--- config.mk ---
export PLATFORM = sky130hd
export DESIGN_NAME = mem_fill_engine
export DESIGN_NICKNAME = d
export VERILOG_FILES = /design/src/rtl/mem_fill_engine.sv
export SDC_FILE = /design/constraint.sdc
export NUM_CORES = 1
export LEC_CHECK = 0
export BUFFER_PORTS_ARGS = -buffer_cell sky130_fd_sc_hd__buf_2
export CAP_MARGIN = 0
export CORE_ASPECT_RATIO = 1.4
export CORE_MARGIN = 2
export CORE_UTILIZATION = 55
export DETAILED_ROUTE_END_ITERATION = 6
export PLACE_DENSITY = 0.82
export SLEW_MARGIN = 5
export SYNTH_ARGS = -nofsm -noshare
export SYNTH_HDL_FRONTEND = slang
export SYNTH_SLANG_ARGS = --single-unit
--- constraint.sdc ---
create_clock -name clk -period 2.85 [get_ports clk]
set_input_delay 0.285 -clock clk [delete_from_list [all_inputs] [get_ports clk]]
set_output_delay 0.285 -clock clk [all_outputs]
set_load 0.05 [all_outputs]
--- src/rtl/mem_fill_engine.sv ---
// mem_fill_engine: fills DEPTH words of a single-port RAM from address 0
// with one of four patterns, one word per clock, after an en/rdy start.
// Optional read-back verify pass: define MEM_FILL_VERIFY_EN.
//
// state  | meaning
// IDLE   | rdy=1, waiting for en
// WRITE  | driving wren=1, addr=k, wrdata=f(k) for k=0..DEPTH-1
// VERIFY | driving addr=k with wren=0 so the RAM returns word k next cycle
// VCMP   | last read-back compare, then done
module mem_fill_engine #(
    parameter int ADDR_W = 8,
    parameter int DATA_W = 8,
    parameter int DEPTH  = 256
) (
    input  logic              clk,
    input  logic              rst,
    input  logic              en,
    output logic              rdy,
    input  logic [1:0]        mode,
    input  logic [DATA_W-1:0] seed,
    input  logic [DATA_W-1:0] step,
    output logic [ADDR_W-1:0] addr,
    output logic [DATA_W-1:0] wrdata,
    output logic              wren,
    output logic              done
`ifdef MEM_FILL_VERIFY_EN
    ,
    input  logic [DATA_W-1:0] rddata,
    output logic              err,
    output logic [ADDR_W-1:0] err_addr
`endif
);

    if (DEPTH < 1 || DEPTH > (1 << ADDR_W)) begin : g_depth_chk
        $error("mem_fill_engine: DEPTH must be in 1..2**ADDR_W");
    end

    localparam logic [ADDR_W-1:0] LAST  = ADDR_W'(DEPTH - 1);
    localparam logic [DATA_W-1:0] DESC0 = DATA_W'(DEPTH - 1);

`ifdef MEM_FILL_VERIFY_EN
    typedef enum logic [1:0] {IDLE, WRITE, VERIFY, VCMP} state_t;
`else
    typedef enum logic [1:0] {IDLE, WRITE} state_t;
`endif

    state_t            state;
    logic [1:0]        mode_q;
    logic [DATA_W-1:0] seed_q;
    logic [DATA_W-1:0] step_q;

`ifdef MEM_FILL_VERIFY_EN
    logic [DATA_W-1:0] exp_data;
    logic              cmp_valid;
    logic [ADDR_W-1:0] cmp_addr;
    logic [DATA_W-1:0] cmp_exp;
`endif

    // Pattern value for k=0.
    function automatic logic [DATA_W-1:0] first_val(input logic [1:0] m,
                                                    input logic [DATA_W-1:0] s);
        case (m)
            2'd0:    first_val = '0;
            2'd1:    first_val = s;
            2'd2:    first_val = s;
            default: first_val = DESC0;
        endcase
    endfunction

    // f(k+1) from f(k); the running value doubles as the mode-2 accumulator.
    function automatic logic [DATA_W-1:0] next_val(input logic [1:0] m,
                                                   input logic [DATA_W-1:0] cur,
                                                   input logic [DATA_W-1:0] s,
                                                   input logic [DATA_W-1:0] st);
        case (m)
            2'd0:    next_val = cur + DATA_W'(1);
            2'd1:    next_val = s;
            2'd2:    next_val = cur + st;
            default: next_val = cur - DATA_W'(1);
        endcase
    endfunction

    // Sequencer: handshake, write walk, optional verify walk, registered outputs.
    always_ff @(posedge clk) begin
        if (rst) begin
            state  <= IDLE;
            rdy    <= 1'b1;
            wren   <= 1'b0;
            addr   <= '0;
            wrdata <= '0;
            done   <= 1'b0;
            mode_q <= 2'd0;
            seed_q <= '0;
            step_q <= '0;
`ifdef MEM_FILL_VERIFY_EN
            exp_data  <= '0;
            cmp_valid <= 1'b0;
            cmp_addr  <= '0;
            cmp_exp   <= '0;
            err       <= 1'b0;
            err_addr  <= '0;
`endif
        end else begin
            done <= 1'b0;
`ifdef MEM_FILL_VERIFY_EN
            // rddata belongs to the address presented one cycle earlier
            if (cmp_valid && (rddata != cmp_exp) && !err) begin
                err      <= 1'b1;
                err_addr <= cmp_addr;
            end
`endif
            case (state)
                IDLE: begin
                    if (en) begin
                        state  <= WRITE;
                        rdy    <= 1'b0;
                        wren   <= 1'b1;
                        addr   <= '0;
                        wrdata <= first_val(mode, seed);
                        mode_q <= mode;
                        seed_q <= seed;
                        step_q <= step;
`ifdef MEM_FILL_VERIFY_EN
                        err      <= 1'b0;
                        err_addr <= '0;
`endif
                    end
                end
                WRITE: begin
                    // compare against LAST so a full 2**ADDR_W fill never wraps
                    if (addr == LAST) begin
                        wren <= 1'b0;
`ifdef MEM_FILL_VERIFY_EN
                        state    <= VERIFY;
                        addr     <= '0;
                        exp_data <= first_val(mode_q, seed_q);
`else
                        state <= IDLE;
                        done  <= 1'b1;
                        rdy   <= 1'b1;
`endif
                    end else begin
                        addr   <= addr + ADDR_W'(1);
                        wrdata <= next_val(mode_q, wrdata, seed_q, step_q);
                    end
                end
`ifdef MEM_FILL_VERIFY_EN
                VERIFY: begin
                    cmp_valid <= 1'b1;
                    cmp_addr  <= addr;
                    cmp_exp   <= exp_data;
                    if (addr == LAST) begin
                        state <= VCMP;
                    end else begin
                        addr     <= addr + ADDR_W'(1);
                        exp_data <= next_val(mode_q, exp_data, seed_q, step_q);
                    end
                end
                VCMP: begin
                    cmp_valid <= 1'b0;
                    state     <= IDLE;
                    done      <= 1'b1;
                    rdy       <= 1'b1;
                end
`endif
                default: begin
                    state <= IDLE;
                    rdy   <= 1'b1;
                    wren  <= 1'b0;
                end
            endcase
        end
    end

endmodule

==> summary.txt, run 1 <==
Run status
  • Status: finished clean

Clock network
  • Clock sink count: 37
  • # Post-CTS Setup Buffers: 0
  • Resize count post-CTS: 0
  • Cts hold-fix bufs: 0
  • Clock Path Buffers: 2
  • CTS tree: built
  • Clock slew at reported path FFs: 80 ps
  • Clk Latency, worst-skew pair: 300 ps
  • Root buffer cell: clkbuf_8
  • H-tree Lvls: 2
  • Total CTS buffers: 5

Routing
  • Routed Antenna Nets: 0
  • Vias: 1932
  • Initial drt markers: slightly above 90
  • Drt first pass iters: 4
  • DRC viols: 0
  • Routed WL: 5060 microns
  • Vias per cell: 5.73
  • Post-DR wirelength/cell: 15.0 microns

Timing
  • Worst slew pin tran: 721 ps
  • Tmin final: 2410 ps
  • # setup viols final: 0
  • Final hold violation count: 0
  • Fin Hold WS: between 200 and 250 ps
  • Fin crit share: 84.7%
  • Max-slew headroom: between 50% and 60%
  • RSZ-0062 raised after global routing: no
  • Fin. max-slew vios: 0
  • Fmax: 414 MHz
  • Clk_skew: about 7.5 ps
  • Setup TNS Final: 0 ps

Job
  • Max Cap Viol: 0

Synthesis
  • Post-Synth Simple-Gate Area: 25.8%
  • Adder-Cell Fraction of Synth Area: under 10%
  • Synthesis-stage register bit count: 37
  • Syn Nets: 289
  • Cell taking the most area after synthesis: dfxtp_1
  • Post-synth top area share: 35.6%
  • Most used flip-flop cell after synthesis: dfxtp_1
  • Syn. warnings: 0
  • Post-Syn Area: about 2100 sq um
  • Area contributors post-synth: dfxtp_1 36%, nand2_1 9.0%, a21oi_1 7.9%
  • Async SR Flop Fraction: 0%
  • XOR/XNOR share of the synthesized area: under 10%
  • Synth unique cells: between 40 and 50
  • Cell with the most instances after synthesis: nand2_1
  • Compound-Gate Fraction of Synth Area: 23.9%
  • Register area share after synthesis: 35.6%
  • Synth cell count leaders: 50 x nand2_1, 37 x dfxtp_1, 33 x a21oi_1
  • Main combinational cell family by area after synthesis: simple AND/OR/NAND/NOR gates
  • Syn avg cell area: 8.06 sq um
  • Post-synth EDFFs: 0
  • Syn Inst Count: roughly 260
  • Mux contribution to synthesized area: 0%

Setup path
  • Worst setup SP type: flip-flop
  • Worst EP required: 3060 ps
  • Critical path class: reg -> reg
  • Reg2Reg Setup Slack: about 440 ps
  • Max Fanout on Critical Path: 3
  • Critical Path Sink Type: flip-flop
  • Crit path DAT: 2620 ps

Floorplan
  • Die W: between 50 and 60 microns
  • Starting density of the core: 57.1%
  • # IOs: 40
  • Row count: 26
  • Core ar.: 3640 sq um
  • Die area: ~4300 sq um
  • Die height: 76.8 microns

Power
  • Switch Pwr: about 440 uW
  • P_leak: around 0.0011 uW
  • Logic pwr share: approximately 25%
  • Register share of total power: 43.7%
  • Power share of the clock group: 31.6%
  • PD cells: 558 nW/um^2
  • Int Power: 888 uW
  • Sw frac: 33.0%
  • Worst VDD drop: approximately 0.00036 V

Placement
  • DP HPWL: around 3600 microns
  • IO Port Bufs: 39
  • GPL Wtd Cong: 0.908

Cells and area
  • Fillers: approximately 340
  • Layout cell share with drive strength beyond 1: 22.4%
  • Layout Nets: 325
  • Diode count: 0
  • Area taken by multi-input logic gates: 1220 sq um
  • P&R area growth vs syn: 14.3%
  • FF+latch area: roughly 740 sq um

Global routing
  • Vias in the first global route: about 1900
  • First-pass GRT wire length: 8470 microns
  • Pin count of the biggest net entering global routing: 38
  • Initial antenna violation count: 0
  • Overall Global Routing Usage: between 20% and 30%
  • Grt total ovfl: 0

Hold path
  • Hold Path Class: in -> reg
layout by cell type, fill, tap and decap left out, types with 2 or more instances in the layout:
cell type	n
buf_4	5
nor2_1	17
inv_1	7
a21oi_1	33
dfxtp_1	37
buf_2	39
nand2_1	50
and3_1	2
a22oi_1	2
a21oi_2	2
nand2b_1	3
a211o_1	2
nor2b_1	9
a311oi_1	3
nor3_1	2
ha_1	9
o21ai_0	7
clkbuf_8	7
a211oi_1	4
a21o_1	9
a32oi_1	2
nand3_1	8
xnor2_1	6
nand4b_1	2
o211ai_1	2
or2_2	3
registers in the layout, indices dropped and copies added, names as in the netlist:
| register | count |
|---|---|
| step_q | 8 |
| rdy | 1 |
| wrdata | 8 |
| mode_q | 2 |
| addr | 8 |
| done | 1 |
| wren | 1 |
| seed_q | 8 |
cells by family after synthesis:
kind of cell | after synthesis
AND/OR/NAND/NOR | 108
AO/OA/AOI/OAI | 75
adder cells (fa/ha/maj) | 10
buffers and inverters | 22
XOR/XNOR | 6
flip-flops | 37
path summary, 6_finish.rpt:
path / from / to / cells after the start
setup / recovery: mode_q[1]$_SDFFE_PP0P_ / wrdata[4]$_SDFFE_PP0P_ / 8
hold / removal: step[6] / step_q[6]$_SDFFE_PP0P_ / 3
setup reg to reg: mode_q[1]$_SDFFE_PP0P_ / wrdata[4]$_SDFFE_PP0P_ / 8
hold reg to reg: seed_q[0]$_SDFFE_PP0P_ / seed_q[0]$_SDFFE_PP0P_ / 2
per-stage QoR:
stage | instances | utilization [%] | setup WS [ps] | total power [uW] | area (sq um)
finish | 337 | 65.2 | 437 | 1330 | 2380
global route | 337 | 65.2 | 270 | 1380 | 2380
CTS | 337 | 65.2 | 446 | 1330 | 2380
detailed placement | 329 | 62.3 | 468 | 916 | 2270
global placement | 329 | 62.3 | 517 | 907 | 2270
floorplan | 258 | - | 421 | 836 | 2080
power groups by stage:
stage          logic [uW]  registers (uW)  clock network [uW]
3_3_place_gp          316             591                   0
3_5_place_dp          324             591                   0
2_1_floorplan         192             645                   0
5_1_grt               360             584                 440
6_report              328             580                 418
4_1_cts               326             579                 427
worst max-delay path, cell delays in order, from the launching register on:
cell      delay [ps]
dfxtp_1          330
or3b_2           440
ha_1             220
fa_1             400
a21o_1           170
a21oi_1          260
xnor2_1          150
nand3_1           90
a311oi_1         250
area by class of cell:
type	count	area share, %
Multi-Input combinational cell	199	51.3
Sequential cell	37	31.2
Clock buffer	7	4.05
Timing Repair Buffer	44	9.79
Clock inverter	1	0.369
Tap cell	42	2.21
Inverter	7	1.11
layer usage:
| layer | vias to the layer above | wire length [microns] | part of all wire, % | track usage (%) |
|---|---|---|---|---|
| met5 | - | 0 | 0 | 0 |
| met4 | 0 | 97 | 1.9 | 10.2 |
| met3 | 9 | 278 | 5.5 | 4.55 |
| met2 | 66 | 2750 | 54 | 46.2 |
| met1 | 884 | 1940 | 38 | 27.3 |
| li1 | 973 | - | - | - |
Note: power is estimated with default switching activity, not from simulation.
==> run 2: changes to the inputs <==
--- a/config.mk
+++ b/config.mk
@@ -9,9 +9,9 @@
 export CAP_MARGIN = 0
 export CORE_ASPECT_RATIO = 1.4
 export CORE_MARGIN = 2
-export CORE_UTILIZATION = 55
+export CORE_UTILIZATION = 49
 export DETAILED_ROUTE_END_ITERATION = 6
-export PLACE_DENSITY = 0.82
+export PLACE_DENSITY = 0.78
 export SLEW_MARGIN = 5
 export SYNTH_ARGS = -nofsm -noshare
 export SYNTH_HDL_FRONTEND = slang
==> constraint.sdc (replaced) <==
create_clock -name clk -period 2.1 [get_ports clk]
set_input_delay 0.21 -clock clk [delete_from_list [all_inputs] [get_ports clk]]
set_output_delay 0.21 -clock clk [all_outputs]
set_load 0.05 [all_outputs]
==> run 2 against run 1 <==
The flow now finishes with violations (negative setup slack). Non-clock buffer count up 10. Power up 45%. Via count up 4.0%. Flip-flop and latch count unchanged. Critical path depth unchanged. Largest cell class unchanged. Largest power group unchanged. Highest routed layer unchanged.
==> summary.txt, run 2 (synthesis results as in run 1) <==
Cells and area
  • Layout Nets: 335
  • Fillers: about 390
  • Most frequent cells in the layout: 50 x nand2_1, 39 x buf_2, 36 x dfxtp_1, 32 x a21oi_1, 17 x nor2_1
  • Layout cell share with drive strength beyond 1: 26.6%
  • Commonest non-fill, non-tap cell in the layout: nand2_1
  • P&R area growth vs syn: 20.7%
  • Diode count: 0

Floorplan
  • Die W: approximately 59 microns
  • Row count: 28
  • Die height: 81.1 microns
  • Die area: about 4800 sq um
  • # IOs: 40
  • Core ar.: 4170 sq um
  • Starting density of the core: roughly half

Power
  • P_leak: between 0.001 and 0.0015 uW
  • PD cells: 763 nW/um^2
  • Worst VDD drop: approximately 0.00042 V

Timing
  • # setup viols final: 3
  • Final worst setup slack: -94.0 ps
  • Fin crit share: 104%
  • RSZ-0062 raised after global routing: yes
  • Fmax: 456 MHz
  • Setup TNS Final: -156 ps
  • Fin. max-slew vios: 0
  • Worst slew pin tran: 569 ps
  • Clk_skew: 6.87 ps
  • Max-slew headroom: 62.1%
  • Tmin final: 2190 ps
  • Final hold violation count: 0

Setup path
  • Critical path class: reg -> reg
  • Reg2Reg Setup Slack: -90 ps
  • Critical Path Sink Type: flip-flop
  • Crit path DAT: 2410 ps
  • Worst EP required: ~2300 ps
  • Max Fanout on Critical Path: 2
  • Worst setup SP type: flip-flop

Clock network
  • Clock sink count: 37
  • Cts hold-fix bufs: 0
  • H-tree Lvls: 2
  • Total CTS buffers: 5
  • Clock slew at reported path FFs: 70 ps
  • Clk Latency, worst-skew pair: 300 ps
  • Clock Path Buffers: 2
  • CTS tree: built
  • Root buffer cell: clkbuf_8

Routing
  • Vias per cell: 5.74
  • Routed WL: ~5300 microns
  • Post-DR wirelength/cell: 15.2 microns
  • Initial drt markers: 51
  • Routed Antenna Nets: 0
  • DRC viols: 0
  • Drt first pass iters: 4
  • Vias: 2009

Global routing
  • Initial antenna violation count: 0
  • Grt total ovfl: 0
  • Vias in the first global route: 1834
  • Pin count of the biggest net entering global routing: 28
  • Overall Global Routing Usage: about a quarter
  • First-pass GRT wire length: 8430 microns

Job
  • Max Cap Viol: 0

Placement
  • DP HPWL: 3870 microns
  • IO Port Bufs: 39
  • Post-Place Worst Slack: -24.0 ps
  • GPL Wtd Cong: 0.826

Run status
  • Failing checks: negative setup slack
  • Status: finished with violations

Hold path
  • Hold Path Class: in -> reg
## run 2: path summary, 6_finish.rpt
kind | from | endpoint | cells past startpoint
worst max-delay path | mode_q[0]$_SDFFE_PP0P_ | wrdata[4]$_SDFFE_PP0P_ | 8
worst min-delay path | step[1] | step_q[1]$_SDFFE_PP0P_ | 3
worst max register to register | mode_q[0]$_SDFFE_PP0P_ | wrdata[4]$_SDFFE_PP0P_ | 8
worst min register to register | seed_q[2]$_SDFFE_PP0P_ | seed_q[2]$_SDFFE_PP0P_ | 2
## run 2: worst max-delay path: stages, from the launching register on
cell and delay (ps):
dfxtp_1 320, or3b_4 410, ha_4 180, fa_2 360
a21o_1 180, a21oi_2 180, xnor2_1 140, nand3_1 110
a311oi_2 250
## run 2: cell type report
type                       instances  area, sq um  share of cell area (%)
clock buffer                       7         86.3                    3.44
clock inverter                     1         30.0                    1.20
inverter                           7         26.3                    1.05
multi-input combinational        199         1260                    50.2
sequential                        37          742                    29.6
tap                               45         56.3                    2.24
timing repair buffer              54          308                    12.3
## run 2: repair_timing
| item | CTS | global route |
|---|---|---|
| pin swaps | 0 | 5 |
| gates resized for setup | 1 | 3 |
| buffers inserted | 0 | 2 |
| endpoints found under the setup margin | 1 | 3 |
## run 2: per-layer routing
layer  global-route usage (%)  routed length [microns]
met4                     9.32                      132
met5                        0                        0
met3                     6.53                      261
met2                     41.2                     2820
met1                     26.1                     2100
## run 2: metrics by stage
stage	instances	cell area (sq um)	hold slack (ps)	total power, uW	util [%]
6_report	350	2510	143	1920	60.2
5_1_grt	350	2510	132	2000	60.2
4_1_cts	348	2470	139	1910	59.3
3_5_place_dp	340	2360	448	1270	56.5
3_3_place_gp	340	2360	442	1260	56.5
2_1_floorplan	258	2110	346	1140	-
## run 2: power breakdown
part | switching, uW | internal, uW
clock network | 255 | 387
logic | 305 | 185
registers | 36.2 | 748
total | 596 | 1320
